File: config.mk
export PLATFORM = sky130hd
export DESIGN_NAME = pipe_hazard_track_flat
export DESIGN_NICKNAME = d
export VERILOG_FILES = /design/src/rtl/pipe_hazard_track_if.sv /design/src/rtl/pipe_hazard_track.sv /design/src/flat_wrapper.sv
export SDC_FILE = /design/constraint.sdc
export NUM_CORES = 1
export LEC_CHECK = 0
export ABC_CLOCK_PERIOD_IN_PS = 3900
export CELL_PAD_IN_SITES_DETAIL_PLACEMENT = 0
export CELL_PAD_IN_SITES_GLOBAL_PLACEMENT = 1
export CORE_ASPECT_RATIO = 0.9
export CORE_MARGIN = 5
export CORE_UTILIZATION = 31
export DETAILED_ROUTE_END_ITERATION = 12
export HOLD_SLACK_MARGIN = 0.1
export PLACE_DENSITY = 0.79
export SLEW_MARGIN = 20
export SYNTH_ARGS = -nofsm -noshare
export SYNTH_HDL_FRONTEND = slang
export SYNTH_SLANG_ARGS = --single-unit
File: constraint.sdc
create_clock -name clk -period 3.9 [get_ports clk]
set_input_delay 0.39 -clock clk [delete_from_list [all_inputs] [get_ports clk]]
set_output_delay 0.39 -clock clk [all_outputs]
set_load 0.03 [all_outputs]
File: src/rtl/pipe_hazard_track_if.sv
// Bundles the fetch, decode and hazard inputs of pipe_hazard_track with its
// IF/ID and scoreboard outputs.
//   master : drives the fetch/decode/hazard signals, observes the outputs
//   slave  : the tracker itself
interface pipe_hazard_track_if;
  // fetch side
  logic [31:0] if_instr;
  logic [31:0] if_pc;
  logic        if_valid;
  // decode of the instruction currently in IF/ID
  logic        dec_is_lw;
  logic        dec_write;
  logic [4:0]  dec_w_addr;
  // hazard / control
  logic        is_stall;
  logic        flush;
  // IF/ID register
  logic [31:0] id_instr;
  logic [31:0] id_pc;
  logic        id_valid;
  logic        pc_hold;
  // scoreboard stages
  logic        is_lw_id;
  logic        write_id;
  logic [4:0]  w_addr_id;
  logic        is_lw_ex;
  logic        write_ex;
  logic [4:0]  w_addr_ex;
  logic        is_lw_mem;
  logic        write_mem;
  logic [4:0]  w_addr_mem;
  logic [15:0] stall_cnt;

  modport master (
    output if_instr, if_pc, if_valid, dec_is_lw, dec_write, dec_w_addr,
           is_stall, flush,
    input  id_instr, id_pc, id_valid, pc_hold,
           is_lw_id, write_id, w_addr_id,
           is_lw_ex, write_ex, w_addr_ex,
           is_lw_mem, write_mem, w_addr_mem,
           stall_cnt
  );

  modport slave (
    input  if_instr, if_pc, if_valid, dec_is_lw, dec_write, dec_w_addr,
           is_stall, flush,
    output id_instr, id_pc, id_valid, pc_hold,
           is_lw_id, write_id, w_addr_id,
           is_lw_ex, write_ex, w_addr_ex,
           is_lw_mem, write_mem, w_addr_mem,
           stall_cnt
  );
endinterface

File: src/rtl/pipe_hazard_track.sv
// IF/ID pipeline register plus a three-deep destination scoreboard used by a
// load-use hazard judge, and a saturating stall-cycle counter.
//   clk : pipeline clock (rising edge)
//   rst : asynchronous active-high reset
//   bus : pipe_hazard_track_if.slave (fetch/decode/hazard in, IF/ID and
//         scoreboard out)
module pipe_hazard_track (
  input  logic                  clk,
  input  logic                  rst,
  pipe_hazard_track_if.slave    bus
);

  typedef struct packed {
    logic       is_lw;
    logic       write;
    logic [4:0] w_addr;
  } sb_t;

  localparam sb_t SB_BUBBLE = '{is_lw: 1'b0, write: 1'b0, w_addr: 5'd0};

  logic [31:0] id_instr_q, id_instr_d;
  logic [31:0] id_pc_q,    id_pc_d;
  logic        id_valid_q, id_valid_d;
  sb_t         sb1_q, sb1_d;
  sb_t         sb2_q;
  sb_t         sb3_q;
  logic [15:0] stall_cnt_q, stall_cnt_d;

  function automatic logic [15:0] sat_inc16(input logic [15:0] v);
    return (v == 16'hFFFF) ? v : v + 16'd1;
  endfunction

  // Next-state: a stall freezes IF/ID (and overrides a simultaneous flush);
  // a flush replaces the fetched word with an invalid nop but keeps its PC.
  always_comb begin
    id_instr_d  = id_instr_q;
    id_pc_d     = id_pc_q;
    id_valid_d  = id_valid_q;
    sb1_d       = SB_BUBBLE;
    stall_cnt_d = stall_cnt_q;
    if (bus.is_stall) begin
      stall_cnt_d = sat_inc16(stall_cnt_q);
    end else begin
      if (bus.flush) begin
        id_instr_d = 32'h0;
        id_pc_d    = bus.if_pc;
        id_valid_d = 1'b0;
      end else begin
        id_instr_d = bus.if_instr;
        id_pc_d    = bus.if_pc;
        id_valid_d = bus.if_valid;
      end
      // Invalid IF/ID contents must not claim a destination register.
      sb1_d.is_lw  = bus.dec_is_lw & id_valid_q;
      sb1_d.write  = bus.dec_write & id_valid_q;
      sb1_d.w_addr = bus.dec_w_addr;
    end
  end

  // Stages 2 and 3 shift every edge, even during a stall, so the bubble
  // injected in stage 1 lets a load age out and bounds the stall length.
  always_ff @(posedge clk or posedge rst) begin
    if (rst) begin
      id_instr_q  <= 32'h0;
      id_pc_q     <= 32'h0;
      id_valid_q  <= 1'b0;
      sb1_q       <= SB_BUBBLE;
      sb2_q       <= SB_BUBBLE;
      sb3_q       <= SB_BUBBLE;
      stall_cnt_q <= 16'h0;
    end else begin
      id_instr_q  <= id_instr_d;
      id_pc_q     <= id_pc_d;
      id_valid_q  <= id_valid_d;
      sb1_q       <= sb1_d;
      sb2_q       <= sb1_q;
      sb3_q       <= sb2_q;
      stall_cnt_q <= stall_cnt_d;
    end
  end

  assign bus.pc_hold    = bus.is_stall;
  assign bus.id_instr   = id_instr_q;
  assign bus.id_pc      = id_pc_q;
  assign bus.id_valid   = id_valid_q;
  assign bus.is_lw_id   = sb1_q.is_lw;
  assign bus.write_id   = sb1_q.write;
  assign bus.w_addr_id  = sb1_q.w_addr;
  assign bus.is_lw_ex   = sb2_q.is_lw;
  assign bus.write_ex   = sb2_q.write;
  assign bus.w_addr_ex  = sb2_q.w_addr;
  assign bus.is_lw_mem  = sb3_q.is_lw;
  assign bus.write_mem  = sb3_q.write;
  assign bus.w_addr_mem = sb3_q.w_addr;
  assign bus.stall_cnt  = stall_cnt_q;

endmodule

File: src/flat_wrapper.sv
// flat-port wrapper written by rule: the top's interface ports become plain ports
module pipe_hazard_track_flat 
  (clk, rst, bus_if_instr, bus_if_pc, bus_if_valid, bus_dec_is_lw, bus_dec_write, bus_dec_w_addr, bus_is_stall, bus_flush, bus_id_instr, bus_id_pc, bus_id_valid, bus_pc_hold, bus_is_lw_id, bus_write_id, bus_w_addr_id, bus_is_lw_ex, bus_write_ex, bus_w_addr_ex, bus_is_lw_mem, bus_write_mem, bus_w_addr_mem, bus_stall_cnt);
  pipe_hazard_track_if bus_i ();
  input  logic clk;
  input  logic rst;
  input wire logic [$bits(bus_i.if_instr)-1:0] bus_if_instr;
  input wire logic [$bits(bus_i.if_pc)-1:0] bus_if_pc;
  input wire logic [$bits(bus_i.if_valid)-1:0] bus_if_valid;
  input wire logic [$bits(bus_i.dec_is_lw)-1:0] bus_dec_is_lw;
  input wire logic [$bits(bus_i.dec_write)-1:0] bus_dec_write;
  input wire logic [$bits(bus_i.dec_w_addr)-1:0] bus_dec_w_addr;
  input wire logic [$bits(bus_i.is_stall)-1:0] bus_is_stall;
  input wire logic [$bits(bus_i.flush)-1:0] bus_flush;
  output wire logic [$bits(bus_i.id_instr)-1:0] bus_id_instr;
  output wire logic [$bits(bus_i.id_pc)-1:0] bus_id_pc;
  output wire logic [$bits(bus_i.id_valid)-1:0] bus_id_valid;
  output wire logic [$bits(bus_i.pc_hold)-1:0] bus_pc_hold;
  output wire logic [$bits(bus_i.is_lw_id)-1:0] bus_is_lw_id;
  output wire logic [$bits(bus_i.write_id)-1:0] bus_write_id;
  output wire logic [$bits(bus_i.w_addr_id)-1:0] bus_w_addr_id;
  output wire logic [$bits(bus_i.is_lw_ex)-1:0] bus_is_lw_ex;
  output wire logic [$bits(bus_i.write_ex)-1:0] bus_write_ex;
  output wire logic [$bits(bus_i.w_addr_ex)-1:0] bus_w_addr_ex;
  output wire logic [$bits(bus_i.is_lw_mem)-1:0] bus_is_lw_mem;
  output wire logic [$bits(bus_i.write_mem)-1:0] bus_write_mem;
  output wire logic [$bits(bus_i.w_addr_mem)-1:0] bus_w_addr_mem;
  output wire logic [$bits(bus_i.stall_cnt)-1:0] bus_stall_cnt;
  assign bus_i.if_instr = bus_if_instr;
  assign bus_i.if_pc = bus_if_pc;
  assign bus_i.if_valid = bus_if_valid;
  assign bus_i.dec_is_lw = bus_dec_is_lw;
  assign bus_i.dec_write = bus_dec_write;
  assign bus_i.dec_w_addr = bus_dec_w_addr;
  assign bus_i.is_stall = bus_is_stall;
  assign bus_i.flush = bus_flush;
  assign bus_id_instr = bus_i.id_instr;
  assign bus_id_pc = bus_i.id_pc;
  assign bus_id_valid = bus_i.id_valid;
  assign bus_pc_hold = bus_i.pc_hold;
  assign bus_is_lw_id = bus_i.is_lw_id;
  assign bus_write_id = bus_i.write_id;
  assign bus_w_addr_id = bus_i.w_addr_id;
  assign bus_is_lw_ex = bus_i.is_lw_ex;
  assign bus_write_ex = bus_i.write_ex;
  assign bus_w_addr_ex = bus_i.w_addr_ex;
  assign bus_is_lw_mem = bus_i.is_lw_mem;
  assign bus_write_mem = bus_i.write_mem;
  assign bus_w_addr_mem = bus_i.w_addr_mem;
  assign bus_stall_cnt = bus_i.stall_cnt;
  pipe_hazard_track u_core (.clk(clk), .rst(rst), .bus(bus_i));
endmodule
==> out/metrics.cfg, run 1 <==
[outcome]
status = complete, no violations

[synth]
syn_area_sq_um = 3750
synth_edf_count = 0
async_flop_share = 1.00
ys_top_cells_by_count = 102 x dfrtp_1, 35 x mux2_2, 32 x a22o_1
synth.avg_cell_area_sq_um = 15.0
syn_inst = 250
ys_seq_area_frac = 0.680
ys_ff_latch = 102
synth_top_flop_cell = dfrtp_1
synth.distinct_cells = 30
synth_top_area_share = 0.680
yosys.area.top_type = dfrtp_1
synthTopCellsByArea = dfrtp_1 68%, mux2_2 11%, a22o_1 7.5%
yosysWarnings = 0
synth.most_common_cell = dfrtp_1
syn_nets = 327

[placed_design]
place_hpwl_um = 6870
place_area_sq_um = 5680
io_buffers = 178
dp_cells = 575
place.gp.congestion = 0.734

[floorplanning]
die-area_sq_um = 14400
fp.dieH_um = 114
boundaryPins = 179
start_util = 0.314
dieWidth_um = 126
core_sq_um = 11900
rows = 38

[timing]
layout_min_cycle_time_ns = 2.03
hold-worst-slack_ns = 0.369
fmax_mhz = 492
period_share = 0.521
final.setup_skew_ns = 0.00406
slew_violations = 0
rsz0062_at_grt = no
hold_violations = 0
maxSlewHeadroom = 0.605
finalSetupViolations = 0
tns_ns = 0
worstMarginPinSlew_ns = 0.593

[final_layout]
multiInputGateArea_sq_um = 1110
nets = 503
drive_gt1_frac = 0.140
n_fill_cell = 1065
area_growth_pct = 58.3
num_antenna_cells = 0
instances_no_fill = 589
regArea_sq_um = 2550
fin_area_sq_um = 5940

[drt]
drc_errors = 0
drt_iter0_markers = 76
drtAntennaViolNets = 0
routedWlPerCell_um = 15.8
wirelength_um = 9320
vias = 2692
vias_per_cell = 4.57
drtPass1Iterations = 4

[global_route]
grt_pass1_vias = 2872
grt_antenna_before_repair = 0
grt_overflow = 0
grt_use_total = 0.132
grt_pass1_wl_um = 15100
grt_max_degree = 53

[critical_path]
r2r-start = u_core.bus.stall_cnt[0]$_DFFE_PP0P_
worstPathRequired_ns = 3.51
crit_family = buffers and inverters
cp-start-kind = input pin
rr_endpoint = u_core.bus.stall_cnt[1]$_DFFE_PP0P_
cp.arrival_ns = 1.64
cp_slowest_stage_delay_ns = 0.78
endpoint_kind = output port
r2r_cells = 5
crit_chain = buf_2 -> clkdlybuf4s50_1
crit_fanout = 30
crit_buf_inv = 2
crit_type = in -> out
cp_slowest_cell = clkdlybuf4s50_1
regToRegSetupSlack_ns = 2.09

[cts]
clk_pin_slew_ns = 0.06
cts_made_buffers = 9
post-cts-setup-buffers = 0
cts-root-buf = clkbuf_16
cts_tree = yes
htree_levels = 3
clock_latency_ns = 0.33
cts_hold_buf = 0
cts_resized = 0
cts_buffer_depth = 2
cts_num_sinks = 102

[pwr]
fin_total_pwr_mw = 2.75
irDropWorstVdd_mv = 0.201
power_leakage_nw = 2.56
power_density_nw_per_um2 = 463

[worst_hold_path]
hold_depth = 0
min_path_type = reg -> reg
min-delay-start = u_core.bus.write_ex$_DFF_PP0_
worstHoldEndpoint = u_core.bus.write_mem$_DFF_PP0_

[run]
cap_violations = 0

-- cell type report --
class                   instances  share of cell area
inverters                       2             0.00169
repair buffers                182               0.304
multi-input cells             129               0.186
clock buffers                  10              0.0402
flip-flops and latches        102               0.430
well taps                     160              0.0337
clock inverters                 4             0.00421
-- per-stage QoR --
stage	util	worst slack, ns
after floorplan	-	0.835
after global placement	0.476	1.83
after detailed placement	0.476	1.82
after CTS	0.498	1.82
after global routing	0.498	1.77
final	0.498	1.87
-- cells in the final DEF, fill, tap and decap left out, types with 2 or more instances in the layout --
cell,instances
nand2b_1,2
dfrtp_1,102
clkinv_2,2
and3_1,5
xnor2_1,8
nor2b_1,7
mux2_2,35
clkinvlp_4,2
a21oi_1,3
nand2_1,6
nand3_1,7
a31oi_1,2
clkbuf_16,9
buf_4,4
and3b_1,2
clkdlybuf4s50_1,177
nand4_1,5
a22o_1,32
and4_1,4
-- metal layers --
metal	track usage	vias to the layer above	share of wire
li1	-	1249	-
met4	0.0415	0	0.015
met5	0	-	0
met1	0.161	1323	0.41
met3	0.0644	13	0.094
met2	0.208	107	0.48
-- how the worst max path moves through the flow --
stage          depth (start not counted)  slack [ns]         start                                  to
6_report                               2        1.87  bus_is_stall                         bus_pc_hold
5_1_grt                                2        1.77  bus_is_stall                         bus_pc_hold
4_1_cts                                2        1.82  bus_is_stall                         bus_pc_hold
3_3_place_gp                           2        1.83  bus_is_stall                         bus_pc_hold
3_5_place_dp                           2        1.82  bus_is_stall                         bus_pc_hold
2_1_floorplan                          1        0.83           rst  u_core.bus.id_instr[0]$_DFFE_PP0N_
-- registers in the layout, indices dropped and copies added (netlist names), 5 cells and up --
name                   cells
u_core.bus.id_instr       32
u_core.bus.id_pc          32
u_core.bus.stall_cnt      16
u_core.bus.w_addr_ex       5
u_core.bus.w_addr_id       5
u_core.bus.w_addr_mem      5
-- logic make-up (layout without fill, tap and decap cells) --
logic type,after synthesis,count (layout),synth area share
flip-flops,102,102,0.680
AND/OR/NAND/NOR,44,44,0.0747
AO/OA/AOI/OAI,39,39,0.0857
multiplexers,37,37,0.112
buffers and inverters,19,198,0.0254
XOR/XNOR,8,8,0.0187
adder cells (fa/ha/maj),1,1,0.00334
-- power breakdown --
| group | internal, mW | switching, mW | leakage (nW) |
|---|---|---|---|
| Combinational | 0.336 | 0.363 | 1.15 |
| Clock | 0.440 | 0.366 | 0.126 |
| Sequential | 1.16 | 0.0828 | 1.29 |
No activity file was read; power rests on OpenSTA's default activity.
==> inputs of run 2 (changes only) <==
- ABC_CLOCK_PERIOD_IN_PS: 3900 -> 1900
- clock period: 3.9 -> 1.9 ns (I/O delays scaled with it)
==> run 2 against run 1 <==
Clock power grew 120%. Largest power group unchanged. Worst hold slack worse by 0.054 ns. Worst setup slack worse by 1.7 ns. Design area is 1.0% higher. Via count shrank 1.7%. Critical path depth is 1 lower. Core utilization increased by 0.50 points. Non-clock buffer count grew 1.
==> out/metrics.cfg, run 2 (synthesis results as in run 1) <==
[pwr]
power_density_nw_per_um2 = 968
fin_total_pwr_mw = 5.81
internal-power_mw = 4.12
pwr-share-comb = 0.251
p_switching_mw = 1.69
seqPwrFrac = 0.440
power_leakage_nw = 2.59
irDropWorstVdd_mv = 0.474
p_clk_frac = 0.309
switching_share = 0.291

[cts]
cts_resized = 0
cts_made_buffers = 9
post-cts-setup-buffers = 0
cts_tree = yes
clk_pin_slew_ns = 0.06
cts_hold_buf = 0
clock_latency_ns = 0.33
cts_buffer_depth = 2
cts_num_sinks = 102
htree_levels = 3
cts-root-buf = clkbuf_16

[final_layout]
layout_commonest_cell = clkdlybuf4s50_1
layout_common_cells = 177 x clkdlybuf4s50_1, 102 x dfrtp_1, 35 x mux2_2, 32 x a22o_1, 9 x clkbuf_16
n_fill_cell = 1045
fin_area_sq_um = 6000
instances_no_fill = 592
nets = 504
utilization = 0.503
num_antenna_cells = 0
drive_gt1_frac = 0.144
area_growth_pct = 59.9

[critical_path]
crit_fanout = 8
crit_family = buffers and inverters
crit_chain = clkdlybuf4s50_1
cp-start-kind = flop
r2r_cells = 5
crit_cells = 1
cp.arrival_ns = 1.54
cp_slowest_cell = clkdlybuf4s50_1
crit_type = reg -> out
cp_slowest_stage_delay_ns = 0.72
crit_path_start = u_core.bus.stall_cnt[13]$_DFFE_PP0P_
r2r-start = u_core.bus.stall_cnt[0]$_DFFE_PP0P_
crit_buf_inv = 1
worstPathRequired_ns = 1.71
endpoint_kind = output port

[global_route]
grt_antenna_before_repair = 0
grt_pass1_vias = 2852
grt_overflow = 0
grt_pass1_wl_um = 15200
grt_max_degree = 70
grt_use_total = 0.134

[timing]
hold-worst-slack_ns = 0.315
hold_violations = 0
fmax_mhz = 578
layout_min_cycle_time_ns = 1.73
slew_violations = 0
maxSlewHeadroom = 0.521
finalSetupViolations = 0
period_share = 0.910
final.setup_skew_ns = 0.00275
setup_slack_ns = 0.171
rsz0062_at_grt = no
tns_ns = 0
worstMarginPinSlew_ns = 0.717

[outcome]
status = complete, no violations

[placed_design]
io_buffers = 178
place_area_sq_um = 5700
place_hpwl_um = 7110
dp_slack_ns = 0.178
dp_cells = 576
place.gp.congestion = 0.741

[drt]
routedWlPerCell_um = 16.1
drc_errors = 0
drtAntennaViolNets = 0
vias_per_cell = 4.47
drtPass1Iterations = 4
drt_iter0_markers = 153
wirelength_um = 9530
vias = 2645

[floorplanning]
rows = 38
die-area_sq_um = 14400
boundaryPins = 179
fp.dieH_um = 114
start_util = 0.314
core_sq_um = 11900
dieWidth_um = 126

[worst_hold_path]
min_path_type = in -> async

[run]
cap_violations = 0

run 2: cell types whose count changed in the layout (fill, tap and decap cells not counted), sizes merged:
| cell | previous run | this run |
|---|---|---|
| clkbuf | 10 | 14 |
| inv | 2 | 1 |
| clkinvlp | 2 | 1 |
| buf | 5 | 6 |
run 2: final cells by class:
class                           instances  area (sq um)  share of cell area
Clock buffer                           14           284              0.0473
Clock inverter                          2          13.8             0.00229
Multi-Input combinational cell        129          1110               0.185
Sequential cell                       102          2550               0.425
Tap cell                              160           200              0.0334
Timing Repair Buffer                  183          1830               0.304
Inverter                                2          11.3             0.00188
run 2: power groups by stage:
stage	logic [mW]	registers [mW]	clock network (mW)
final	1.46	2.56	1.80
after global routing	1.54	2.59	1.96
after CTS	1.48	2.56	1.87
after detailed placement	1.48	2.60	0
after global placement	1.46	2.59	0
after floorplan	0.329	3.01	0
run 2: path summary, 6_finish.rpt:
path,slack (ns),endpoint
max,0.17,bus_stall_cnt[13]
min,0.32,u_core.bus.w_addr_ex[2]$_DFF_PP0_
max reg2reg,0.19,u_core.bus.stall_cnt[1]$_DFFE_PP0P_
min reg2reg,0.37,u_core.bus.w_addr_mem[2]$_DFF_PP0_
max in group asynchronous,1.26,u_core.bus.stall_cnt[12]$_DFFE_PP0P_
min in group clk,0.36,u_core.bus.w_addr_id[3]$_DFF_PP0_
run 2: routing by layer:
layer	track usage	wire length, um
met2	0.217	4570
met1	0.158	3910
met3	0.0681	938
met5	0	0
met4	0.0365	101
